<file path="src/rtl/turn_sequencer.sv">
// Tic-tac-toe turn sequencer: owns the board, alternates X/O play strobes,
// waits out win/draw evaluation, forfeits slow turns and keeps the match score.
module turn_sequencer #(
  parameter int unsigned TURN_CYCLES = 50_000_000,
  parameter int unsigned SCORE_W     = 4
) (
  input  logic               clk,
  input  logic               rst,
  input  logic               reqX,
  input  logic               reqO,
  input  logic               new_game,
  input  logic               illegal_move,
  input  logic               win,
  input  logic [1:0]         who,
  input  logic               no_space,
  output logic               playX,
  output logic               playO,
  output logic               board_clr,
  output logic               turn,
  output logic               game_over,
  output logic               draw,
  output logic               timeout,
  output logic               bad_move,
  output logic [SCORE_W-1:0] scoreX,
  output logic [SCORE_W-1:0] scoreO
);

  localparam int unsigned CNT_W = (TURN_CYCLES > 1) ? $clog2(TURN_CYCLES) : 1;
  localparam logic [CNT_W-1:0] CNT_MAX =
    (TURN_CYCLES == 0) ? '0 : CNT_W'(TURN_CYCLES - 1);

  typedef enum logic [2:0] {
    CLEAR, WAIT_X, ISSUE_X, CHECK_X, WAIT_O, ISSUE_O, CHECK_O, OVER
  } state_t;

  state_t             state_q, state_d;
  logic [CNT_W-1:0]   cnt_q, cnt_d;
  logic               starter_q, starter_d;
  logic               turn_q, turn_d;
  logic               draw_q, draw_d;
  logic               timeout_q, timeout_d;
  logic               bad_q, bad_d;
  logic [SCORE_W-1:0] scx_q, scx_d;
  logic [SCORE_W-1:0] sco_q, sco_d;
  logic               prev_x_q, prev_o_q, prev_n_q;

  logic x_edge, o_edge, n_edge, expire;

  function automatic logic [SCORE_W-1:0] sat_inc(input logic [SCORE_W-1:0] v);
    return (&v) ? v : v + 1'b1;
  endfunction

  assign x_edge = reqX & ~prev_x_q;
  assign o_edge = reqO & ~prev_o_q;
  assign n_edge = new_game & ~prev_n_q;
  assign expire = (TURN_CYCLES != 0) && (cnt_q == CNT_MAX);

  always_comb begin
    state_d   = state_q;
    cnt_d     = cnt_q;
    starter_d = starter_q;
    draw_d    = draw_q;
    timeout_d = 1'b0;
    bad_d     = 1'b0;
    scx_d     = scx_q;
    sco_d     = sco_q;
    turn_d    = turn_q;

    if (n_edge) begin
      // Only a finished game hands the opening move to the other player.
      state_d = CLEAR;
      cnt_d   = '0;
      draw_d  = 1'b0;
      if (state_q == OVER) starter_d = ~starter_q;
    end else begin
      case (state_q)
        CLEAR: begin
          state_d = starter_q ? WAIT_O : WAIT_X;
          cnt_d   = '0;
        end
        WAIT_X: begin
          if (x_edge) begin
            state_d = ISSUE_X;
          end else if (expire) begin
            state_d   = WAIT_O;
            timeout_d = 1'b1;
            cnt_d     = '0;
          end else if (TURN_CYCLES != 0) begin
            cnt_d = cnt_q + 1'b1;
          end
        end
        WAIT_O: begin
          if (o_edge) begin
            state_d = ISSUE_O;
          end else if (expire) begin
            state_d   = WAIT_X;
            timeout_d = 1'b1;
            cnt_d     = '0;
          end else if (TURN_CYCLES != 0) begin
            cnt_d = cnt_q + 1'b1;
          end
        end
        ISSUE_X: begin
          if (illegal_move) begin
            state_d = WAIT_X;
            bad_d   = 1'b1;
          end else begin
            state_d = CHECK_X;
          end
        end
        ISSUE_O: begin
          if (illegal_move) begin
            state_d = WAIT_O;
            bad_d   = 1'b1;
          end else begin
            state_d = CHECK_O;
          end
        end
        CHECK_X, CHECK_O: begin
          if (win) begin
            state_d = OVER;
            if (who == 2'b01) scx_d = sat_inc(scx_q);
            else if (who == 2'b10) sco_d = sat_inc(sco_q);
          end else if (no_space) begin
            state_d = OVER;
            draw_d  = 1'b1;
          end else begin
            state_d = (state_q == CHECK_X) ? WAIT_O : WAIT_X;
            cnt_d   = '0;
          end
        end
        OVER:    state_d = OVER;
        default: state_d = CLEAR;
      endcase
    end

    // In CLEAR show the upcoming mover; in OVER keep the last mover.
    case (state_d)
      WAIT_X, ISSUE_X, CHECK_X: turn_d = 1'b0;
      WAIT_O, ISSUE_O, CHECK_O: turn_d = 1'b1;
      CLEAR:                    turn_d = starter_d;
      default:                  turn_d = turn_q;
    endcase
  end

  always_ff @(posedge clk or negedge rst) begin
    if (!rst) begin
      state_q   <= CLEAR;
      cnt_q     <= '0;
      starter_q <= 1'b0;
      turn_q    <= 1'b0;
      draw_q    <= 1'b0;
      timeout_q <= 1'b0;
      bad_q     <= 1'b0;
      scx_q     <= '0;
      sco_q     <= '0;
      prev_x_q  <= 1'b1;
      prev_o_q  <= 1'b1;
      prev_n_q  <= 1'b1;
    end else begin
      state_q   <= state_d;
      cnt_q     <= cnt_d;
      starter_q <= starter_d;
      turn_q    <= turn_d;
      draw_q    <= draw_d;
      timeout_q <= timeout_d;
      bad_q     <= bad_d;
      scx_q     <= scx_d;
      sco_q     <= sco_d;
      prev_x_q  <= reqX;
      prev_o_q  <= reqO;
      prev_n_q  <= new_game;
    end
  end

  assign playX     = (state_q == ISSUE_X);
  assign playO     = (state_q == ISSUE_O);
  assign board_clr = (state_q == CLEAR);
  assign game_over = (state_q == OVER);
  assign turn      = turn_q;
  assign draw      = draw_q;
  assign timeout   = timeout_q;
  assign bad_move  = bad_q;
  assign scoreX    = scx_q;
  assign scoreO    = sco_q;

endmodule

</file>
<file path="config.mk">
export PLATFORM = sky130hd
export DESIGN_NAME = turn_sequencer
export DESIGN_NICKNAME = d
export VERILOG_FILES = /design/src/rtl/turn_sequencer.sv
export SDC_FILE = /design/constraint.sdc
export NUM_CORES = 1
export LEC_CHECK = 0
export BUFFER_PORTS_ARGS = -buffer_cell sky130_fd_sc_hd__buf_2
export CORE_MARGIN = 3
export CORE_UTILIZATION = 56
export DETAILED_ROUTE_END_ITERATION = 7
export PLACE_DENSITY = 0.86
export SLEW_MARGIN = 20
export SYNTH_ARGS = -nofsm -noshare
export SYNTH_HDL_FRONTEND = slang
export SYNTH_SLANG_ARGS = --single-unit
export TNS_END_PERCENT = 5
</file>
<file path="constraint.sdc">
create_clock -name clk -period 2.4 [get_ports clk]
set_input_delay 0.6 -clock clk [delete_from_list [all_inputs] [get_ports clk]]
set_output_delay 0.6 -clock clk [all_outputs]
set_load 0.02 [all_outputs]
</file>
======== After elaboration in Yosys (flattened, before gate mapping) ========
Index checks and enable logic that the tools add are counted.
Widths: inputs -> output; s select.
cells by class
  add/subtract/negate cells ............... 3
  multipliers ............................. 0
  div/mod/pow operators ................... 0
  $lt $le $gt $ge ......................... 0
  equal/unequal tests ..................... 21
  shift operators ......................... 0
  muxes and demuxes ....................... 34
  bitwise gates (word level) .............. 11
  reduce and logical (&&, ||, !) cells .... 16
operators by type and width
  operator               count
  $mux 26                6
  $pmux 26 s4            1
  $mux 3                 9
  $add 26x1->26 const B  1
  $eq 26x26->1 const B   1
  $eq 3x3->1 const B     7
  $pmux 3 s7             1
  $mux 1                 13
  $eq 3x2->1 const B     4
  $ne 3x3->1 const B     4
  $reduce_and 5->1       2
  $add 4x1->4 const B    2
  $not 1->1              8
  $reduce_and 4->1       2
  $eq 3x1->1 const B     2
  $logic_not 3->1        2
  $reduce_and 6->1       1
  $reduce_or 3->1        2
  $reduce_bool 5->1      1
  $mux 2                 2
  $reduce_bool 2->1      2
  $reduce_or 2->1        2
  $and 1x1->1            3
  $pmux 1 s3             1
  other kinds (6)        6
storage, ports and cells
  register bits after elaboration ......... 45
  bits in latches ......................... 0
  memory bits (writable) .................. 0
  bits in read-only memories .............. 0
  input bits .............................. 10
  output and inout bits ................... 16
  word-level logic and storage cells ...... 97
  memories kept ........................... 0

======== Depth between registers and ports, before layout ========
Gate-level depths: netlist of the first run.
  depth in word-level cells ............... 9
  gate-level depth with buffers ........... 8
  mapped depth without buffers ............ 7

======== Worst setup path after synthesis of the first run ========
OpenSTA, ideal clock, no wires.
  path kind ............................... reg-to-reg
  start point ............................. reg cnt_q[7]
  end point ............................... reg cnt_q[8]
  library setup time ...................... 0.121 ns
  data arrival time ....................... 2.016 ns
  data required time ...................... 2.279 ns
  slack ................................... 0.264 ns
  cell stages (with the launch flop) ...... 8
  path buffers ............................ 1
  clock period less this slack ............ 2.136 ns
  cells stage by stage .................... dfrtp_1 -> or4b_1 -> or4_4 -> o21ai_4 -> or3_1 -> buf_6 -> or3_1 -> o21ai_1
on the way
  word-level cells in the longest chain between the ends .. 5
  elaborated cells on any way between the ends .. 7
  classes of those cells .................. add/sub (1); eq/ne (1); mux (5)
ends and longest elaborated chain
  item                                                  RTL line     text
  start: declaration                                    37           logic [CNT_W-1:0] cnt_q, cnt_d;
  start signal: assignment                              162          cnt_q <= cnt_d;
  $add 26x1->26 / $eq 26x26->1 (equally long branches)  89, 100, 56
  $mux 26 (*)                                           95           end else if (expire) begin
  $mux 26, on equally long branches                     93, 82
  $pmux 26 s4 (*)                                       76           case (state_q)
  $mux 26 (*)                                           69           if (n_edge) begin
Mark *: on every way between the ends. The rest lies on a longest branch, timed or not. The select of a mux whose other input is x is not followed.
A chain may end at the register's enable or synchronous reset.

======== Worst setup path in the final report of the first run ========
  start point ............................. reg cnt_q[7]
  end point ............................... reg turn_q, in the netlist turn
on the way
  word-level cells in the longest chain between the ends .. 8
  elaborated cells on any way between the ends .. 18
  classes of those cells .................. eq/ne (7); mux (7); reduce/logical (4)
ends and longest elaborated chain
  item                                                    RTL line  text
  $eq 26x26->1 (*)                                        56        assign expire = (TURN_CYCLES != 0) && (cnt_q == CNT_MAX);
  $mux 3, on equally long branches                        95, 84
  $mux 3, on equally long branches                        93, 82
  $pmux 3 s7 (*)                                          76
  $mux 3 (*)                                              69
  $eq 3x3->1 (tied with other cells)                      138       case (state_d)
  $reduce_or 3->1                                         138
  $pmux 1 s3 / $reduce_bool 3->1 (equally long branches)  --
  end signal: assignment                                  164       turn_q <= turn_d;
  end: declaration                                        39        logic turn_q, turn_d;
Mark *: on every way between the ends. The rest lies on a longest branch, timed or not.

==> results of run 1 <==
## power by group
part / total, µW / leakage (µW) / internal [µW] / switching (µW)
combinational: 1230 / 0.000607 / 497 / 730
sequential: 942 / 0.000605 / 846 / 96.3
clock: 471 / 0.0000445 / 207 / 264
total: 2640 / 0.00126 / 1550 / 1090
## final cells by class
cell class                      count  area share, %
Clock buffer                        5           2.36
Clock inverter                      3          0.729
Inverter                            5          0.643
Multi-Input combinational cell    209           45.7
Sequential cell                    45           38.7
Tap cell                           50           2.14
Timing Repair Buffer               46           9.69
## path summary, 6_finish.rpt
path / from / end / slack (ns) / cells past startpoint
min: rst / cnt_q[5] / 0.19 / 1
max reg2reg: cnt_q[7] / turn / 0.13 / 6
min in group clk: reqX / prev_x_q / 0.41 / 1
max: cnt_q[7] / turn / 0.13 / 6
max in group asynchronous: rst / prev_n_q / 1.58 / 2
min reg2reg: scoreO[3] / scoreO[3] / 0.49 / 1
## cell usage in the layout, fill, tap and decap left out, types with 2 or more instances in the layout
master and instances:
clkbuf_8 5, a21oi_1 4, nor4_1 10, o21a_1 2, xor2_1 2, or3_1 3
and4_1 2, buf_2 25, o41ai_1 3, a31oi_1 2, dfstp_2 3, nor2_1 28
ha_1 3, nor2b_1 3, nand4_1 6, o21ai_1 3, nand2_1 27, nor3_1 17
o31ai_1 5, dfrtp_1 42, nand2b_1 5, inv_1 5, xnor2_1 17, nand3_1 11
mux2_2 2, buf_4 21, a41oi_1 2, mux2i_1 2, o21ai_0 11, nor3b_1 5
and3_1 4
## per-stage QoR
stage | utilization (%) | std cells | worst slack (ns) | total power, µW | hold slack (ns)
finish | 69.5 | 363 | 0.129 | 2640 | 0.193
global route | 69.5 | 363 | 0.00731 | 2800 | 0.216
CTS | 69.5 | 363 | 0.134 | 2640 | 0.206
detailed placement | 67.3 | 355 | 0.0815 | 2170 | 0.483
global placement | 67.3 | 355 | 0.120 | 2130 | 0.485
floorplan | - | 272 | 0.264 | 1770 | 0.304
## worst register-to-register path: cells and delay by family, from the launching register on
family | cells | cell delay [ns]
DFF | 1 | 0.42
and+or+nand+nor | 3 | 1.32
AOI/OAI and AO/OA | 3 | 0.40
## kinds of logic after synthesis
family / after synthesis
XOR/XNOR: 20
AND/OR/NAND/NOR: 134
multiplexers: 4
AO/OA/AOI/OAI: 48
buffers and inverters: 18
adder cells (fa/ha/maj): 3
flip-flops: 45
## sequential cells by signal, summed over array words and instances (netlist names)
name,flops
turn,1
draw,1
state_q,3
scoreX,4
scoreO,4
timeout,1
cnt_q,26
prev_o_q,1
prev_x_q,1
prev_n_q,1
bad_move,1
starter_q,1
## routing by layer
layer	routed length [µm]	track usage, %	part of all wire, %	vias up
li1	-	-	-	1075
met1	2570	29.8	45	1097
met2	2760	35.5	49	71
met3	262	4.38	4.6	11
met4	69	6.84	1.2	0
met5	0	0	0	-
==> reports/results.txt, run 1 <==
First-pass GRT wire length -> 9280 µm
Top cells by count, synth -> dfrtp_1 (42), nor2_1 (28), nand2_1 (27)
Net count after synthesis -> 285
Buf/Inv on CP -> 0
Cell variety after synth -> 61
CTS tree -> done
Register Area -> 0.00113 mm²
Worst VDD drop -> 590 µV
Initial Utilization -> 60.5%
Fillcell total -> 322
Post-CTS Repair Setup Buffers -> 0
Die ar. -> 0.00538 mm²
Xor/xnor cell area share of the yosys netlist -> 7.19%
Post-route ant nets -> 0
Flops & latches, synth -> 45
Mux share of post-synthesis cell area -> 1.67%
Vias in the first global route -> 2028
All-Layer GR Usage -> 22.0%
Largest family of logic cells by synthesized area -> simple AND/OR/NAND/NOR gates
Multi-input logic area -> 0.00134 mm²
Clock sink count -> 45
Unrepaired setup endpoints after global routing -> false
Die H -> 73.4 µm
Largest stage delay on the critical path -> 0.55 ns
Total Routed Length -> 5670 µm
Syn avg cell area -> 9.35 µm²
Top-count cell post-synth -> dfrtp_1
Status -> complete, no violations
Gr ovfl total -> 0
CTS clk-pin slew, worst paths -> 0.09 ns
Cell Rows -> 23
Max cap viols -> 0
Worst Tran Pin Value -> 0.489 ns
Routed len/inst -> 15.6 µm
Critical Path RT -> 2.57 ns
# hold bufs at CTS -> 0
Max-slew headroom -> 67.3%
Vias -> 2254
Arr. time, crit path -> 2.44 ns
Post-synthesis simple-gate area fraction -> 28.2%
Synth area leader -> dfrtp_1
IO Pins -> 26
Worst-path maximum fanout -> 6
Prevailing post-synth register cell -> dfrtp_1
Synthesized instance count -> 272
Final setup viols -> 0
Largest net degree at the start of global routing -> 20
GP Congestion -> 0.901
Share of the synthesized area in the top cell type -> 41.3%
Sequential element share of the synthesized area -> 44.4%
Syn-to-layout area delta -> 14.8%
Asr flop ratio synth -> 100%
Final net count -> 325
Leak -> 0.00126 µW
Post-synth EDFFs -> 0
DRC viols -> 0
Initial drt markers -> 224
Slowest stage cell, crit path -> or4b_1
Chip width -> 73.4 µm
Clock latency at the later pin of the worst-skew pair -> 0.30 ns
Fin crit share -> 94.6%
Critical path's top delay family -> simple AND/OR/NAND/NOR gates
Fmax -> 0.440 GHz
Setup Skew -> 0.00701 ns
Core area -> 0.00420 mm²
Synth warnings -> 0
Post-route cell area -> 0.00292 mm²
Port Buffers -> 25
# diodes -> 0
PwrDens -> 905 mW/mm²
Tmin final -> 2.27 ns
Compound-cell area share of the yosys netlist -> 13.8%
Clk buf depth -> 2
Final hold viol count -> 0
Startpoint types -> flop
Root Buffer -> clkbuf_8
Worst min path class -> in2async
Max-slew violations -> 0
Synth top area cells -> dfrtp_1 (41%), xnor2_1 (5.9%), nor2_1 (4.1%)
Total CTS buffers -> 5
Hpwl dp -> 4220 µm
Layout cells sized above 1 -> 22.0%
Synth Area in Adders -> 1.48%
Setup_tns -> 0 ns
H-tree Lvls -> 2
Placed Area -> 0.00283 mm²
Initial antenna violation count -> 0
Crit end category -> flop
Post-CTS resize count -> 0
Worst path cell trace -> or4b_1 -> or4_4 -> nor4_1 -> a211oi_1 -> o21ai_0 -> o21ai_1
TritonRoute pass-1 iters -> 5
Kind of critical path -> reg2reg
Drt via density -> 6.21
Mapped Area -> 0.00254 mm²
Power figures use the tool's default switching activity.
==> run 2: changes to the inputs <==
--- a/config.mk
+++ b/config.mk
@@ -5,6 +5,7 @@
 export SDC_FILE = /design/constraint.sdc
 export NUM_CORES = 1
 export LEC_CHECK = 0
+export ABC_AREA = 1
 export BUFFER_PORTS_ARGS = -buffer_cell sky130_fd_sc_hd__buf_2
 export CORE_MARGIN = 3
 export CORE_UTILIZATION = 56
==> reports/results.txt, run 2 <==
Cell variety after synth -> 36
CTS clk-pin slew, worst paths -> 0.08 ns
Kind of critical path -> reg2reg
Register Area -> 0.00113 mm²
Post-route ant nets -> 0
Root Buffer -> clkbuf_8
Clock latency at the later pin of the worst-skew pair -> 0.30 ns
Startpoint types -> flop
Worst setup path start -> cnt_q[0]
Core area -> 0.00456 mm²
Max-slew violations -> 0
Synth area leader -> dfrtp_1
H-tree Lvls -> 2
Mapped Area -> 0.00276 mm²
Routed len/inst -> 12.5 µm
Top cells by count, synth -> nand2_1 (82), nor2_1 (59), inv_1 (46)
Commonest non-fill, non-tap cell in the layout -> nand2_1
TritonRoute pass-1 iters -> 5
Max-slew headroom -> 75.9%
Port Buffers -> 25
Tmin final -> 2.00 ns
Arr. time, crit path -> 2.16 ns
Total Routed Length -> 5950 µm
Initial drt markers -> 190
Clock sink count -> 45
Worst-path maximum fanout -> 12
Hold_ws -> 0.252 ns
# hold bufs at CTS -> 0
Worst path cell trace -> ha_1 -> nand2_1 -> nor2_2 -> nand2_1 -> nor2_1 -> nand2_1 -> nand3_2 -> nand2_2 -> inv_2 -> nor3_1
Vias -> 2552
Post-CTS Repair Setup Buffers -> 0
Buf/Inv on CP -> 1
Fillcell total -> 385
Status -> complete, no violations
# diodes -> 0
IO Pins -> 26
Leak -> 0.00151 µW
DRC viols -> 0
Hpwl dp -> 4480 µm
Multi-input logic area -> 0.00138 mm²
Cell Rows -> 24
WL met2 -> 2880 µm
Total CTS buffers -> 5
Total Power -> 2790 µW
Final hold viol count -> 0
Worst VDD drop -> 674 µV
Metal-1 WL -> 2650 µm
Sequential element share of the synthesized area -> 41.0%
Clk buf depth -> 2
Vias in the first global route -> 2436
Layout cells sized above 1 -> 17.0%
Unrepaired setup endpoints after global routing -> false
Critical path's top delay family -> simple AND/OR/NAND/NOR gates
GP Congestion -> 0.949
Placed Area -> 0.00296 mm²
Worst Tran Pin Value -> 0.361 ns
Drt via density -> 5.36
Largest register by flop count -> cnt_q
Gr ovfl total -> 0
Post-route cell area -> 0.00307 mm²
CTS tree -> done
Critical Path RT -> 2.57 ns
Most frequent cell on the critical path -> nand2_1
Worst min path class -> in2async
Syn-to-layout area delta -> 11.4%
Chip width -> 76.2 µm
First-pass GRT wire length -> 10600 µm
Largest net degree at the start of global routing -> 30
Largest stage delay on the critical path -> 0.41 ns
Max reg flops -> 26
Initial Utilization -> 60.4%
Syn avg cell area -> 7.30 µm²
Fmax -> 0.501 GHz
Die ar. -> 0.00580 mm²
Flops & latches, synth -> 45
Synth top area cells -> dfrtp_1 (38%), nand2_1 (11%), nor2_1 (8.0%)
Final setup viols -> 0
Crit end category -> flop
Setup_tns -> 0 ns
Max cap viols -> 0
WL met3 -> 369 µm
DR top layer -> met4
Synth warnings -> 0
Net count after synthesis -> 391
Prevailing post-synth register cell -> dfrtp_1
Synthesized instance count -> 378
Share of the synthesized area in the top cell type -> 38.1%
Post-CTS resize count -> 0
All-Layer GR Usage -> 22.0%
Fin crit share -> 83.1%
PwrDens -> 909 mW/mm²
Asr flop ratio synth -> 100%
Commonest non-fill, non-tap cells in the layout -> nand2_1 (82), nor2_1 (59), inv_1 (46)
Slowest stage cell, crit path -> dfrtp_1
Die H -> 76.2 µm
Initial antenna violation count -> 0
Top-count cell post-synth -> nand2_1
Setup Skew -> 0.00873 ns
Post-synth EDFFs -> 0
Worst flop-to-flop path startpoint -> cnt_q[0]
Final net count -> 423
run 2: changes by cell type after synthesis, moves of 9 or more:
| cell | previous run | this run |
|---|---|---|
| nor4_1 | 10 | 1 |
| xnor2_1 | 17 | 4 |
| nand2_1 | 27 | 82 |
| nand3_1 | 11 | 40 |
| inv_1 | 5 | 46 |
| nor2_1 | 28 | 59 |
run 2: where the power goes:
part	total (µW)	internal [µW]	switching [µW]
logic	1220	392	831
clock network	557	309	248
registers	1010	876	136
run 2: path summary, 6_finish.rpt:
kind	slack (ns)	end	cells after the start
min in group clk	0.41	prev_x_q	1
setup / recovery	0.40	cnt_q[11]	10
setup reg to reg	0.40	cnt_q[11]	10
hold reg to reg	0.50	draw	2
hold / removal	0.25	cnt_q[14]	2
max in group asynchronous	1.79	prev_n_q	2
run 2: cell type report:
type	count	area share [%]
timing repair buffer	31	5.54
multi-input combinational	273	44.9
clock buffer	6	2.36
sequential	45	36.8
inverter	54	6.60
clock inverter	2	1.14
tap	65	2.65
run 2: kinds of logic (layout without fill, tap and decap cells):
logic type / count (synthesis) / in the layout / synth area share [%]
xor+xnor: 14 / 14 / 4.45
compound gates: 27 / 27 / 5.31
flops: 45 / 45 / 41.0
fa+ha+maj: 3 / 3 / 1.36
simple gates: 227 / 227 / 38.0
mux: 2 / 2 / 0.953
buf+inv: 60 / 93 / 8.98
run 2: layer usage:
metal,up-vias,global-route usage (%)
met3,10,4.49
met2,111,37.7
li1,1275,-
met5,-,0
met4,0,7.43
met1,1156,27.7
run 2: metrics by stage:
step	setup slack [ns]	std cells	utilization (%)
5_1_grt	0.267	476	67.3
6_report	0.405	476	67.3
4_1_cts	0.447	476	67.3
3_5_place_dp	0.285	468	64.9
2_1_floorplan	0.605	378	-
3_3_place_gp	0.354	468	64.9
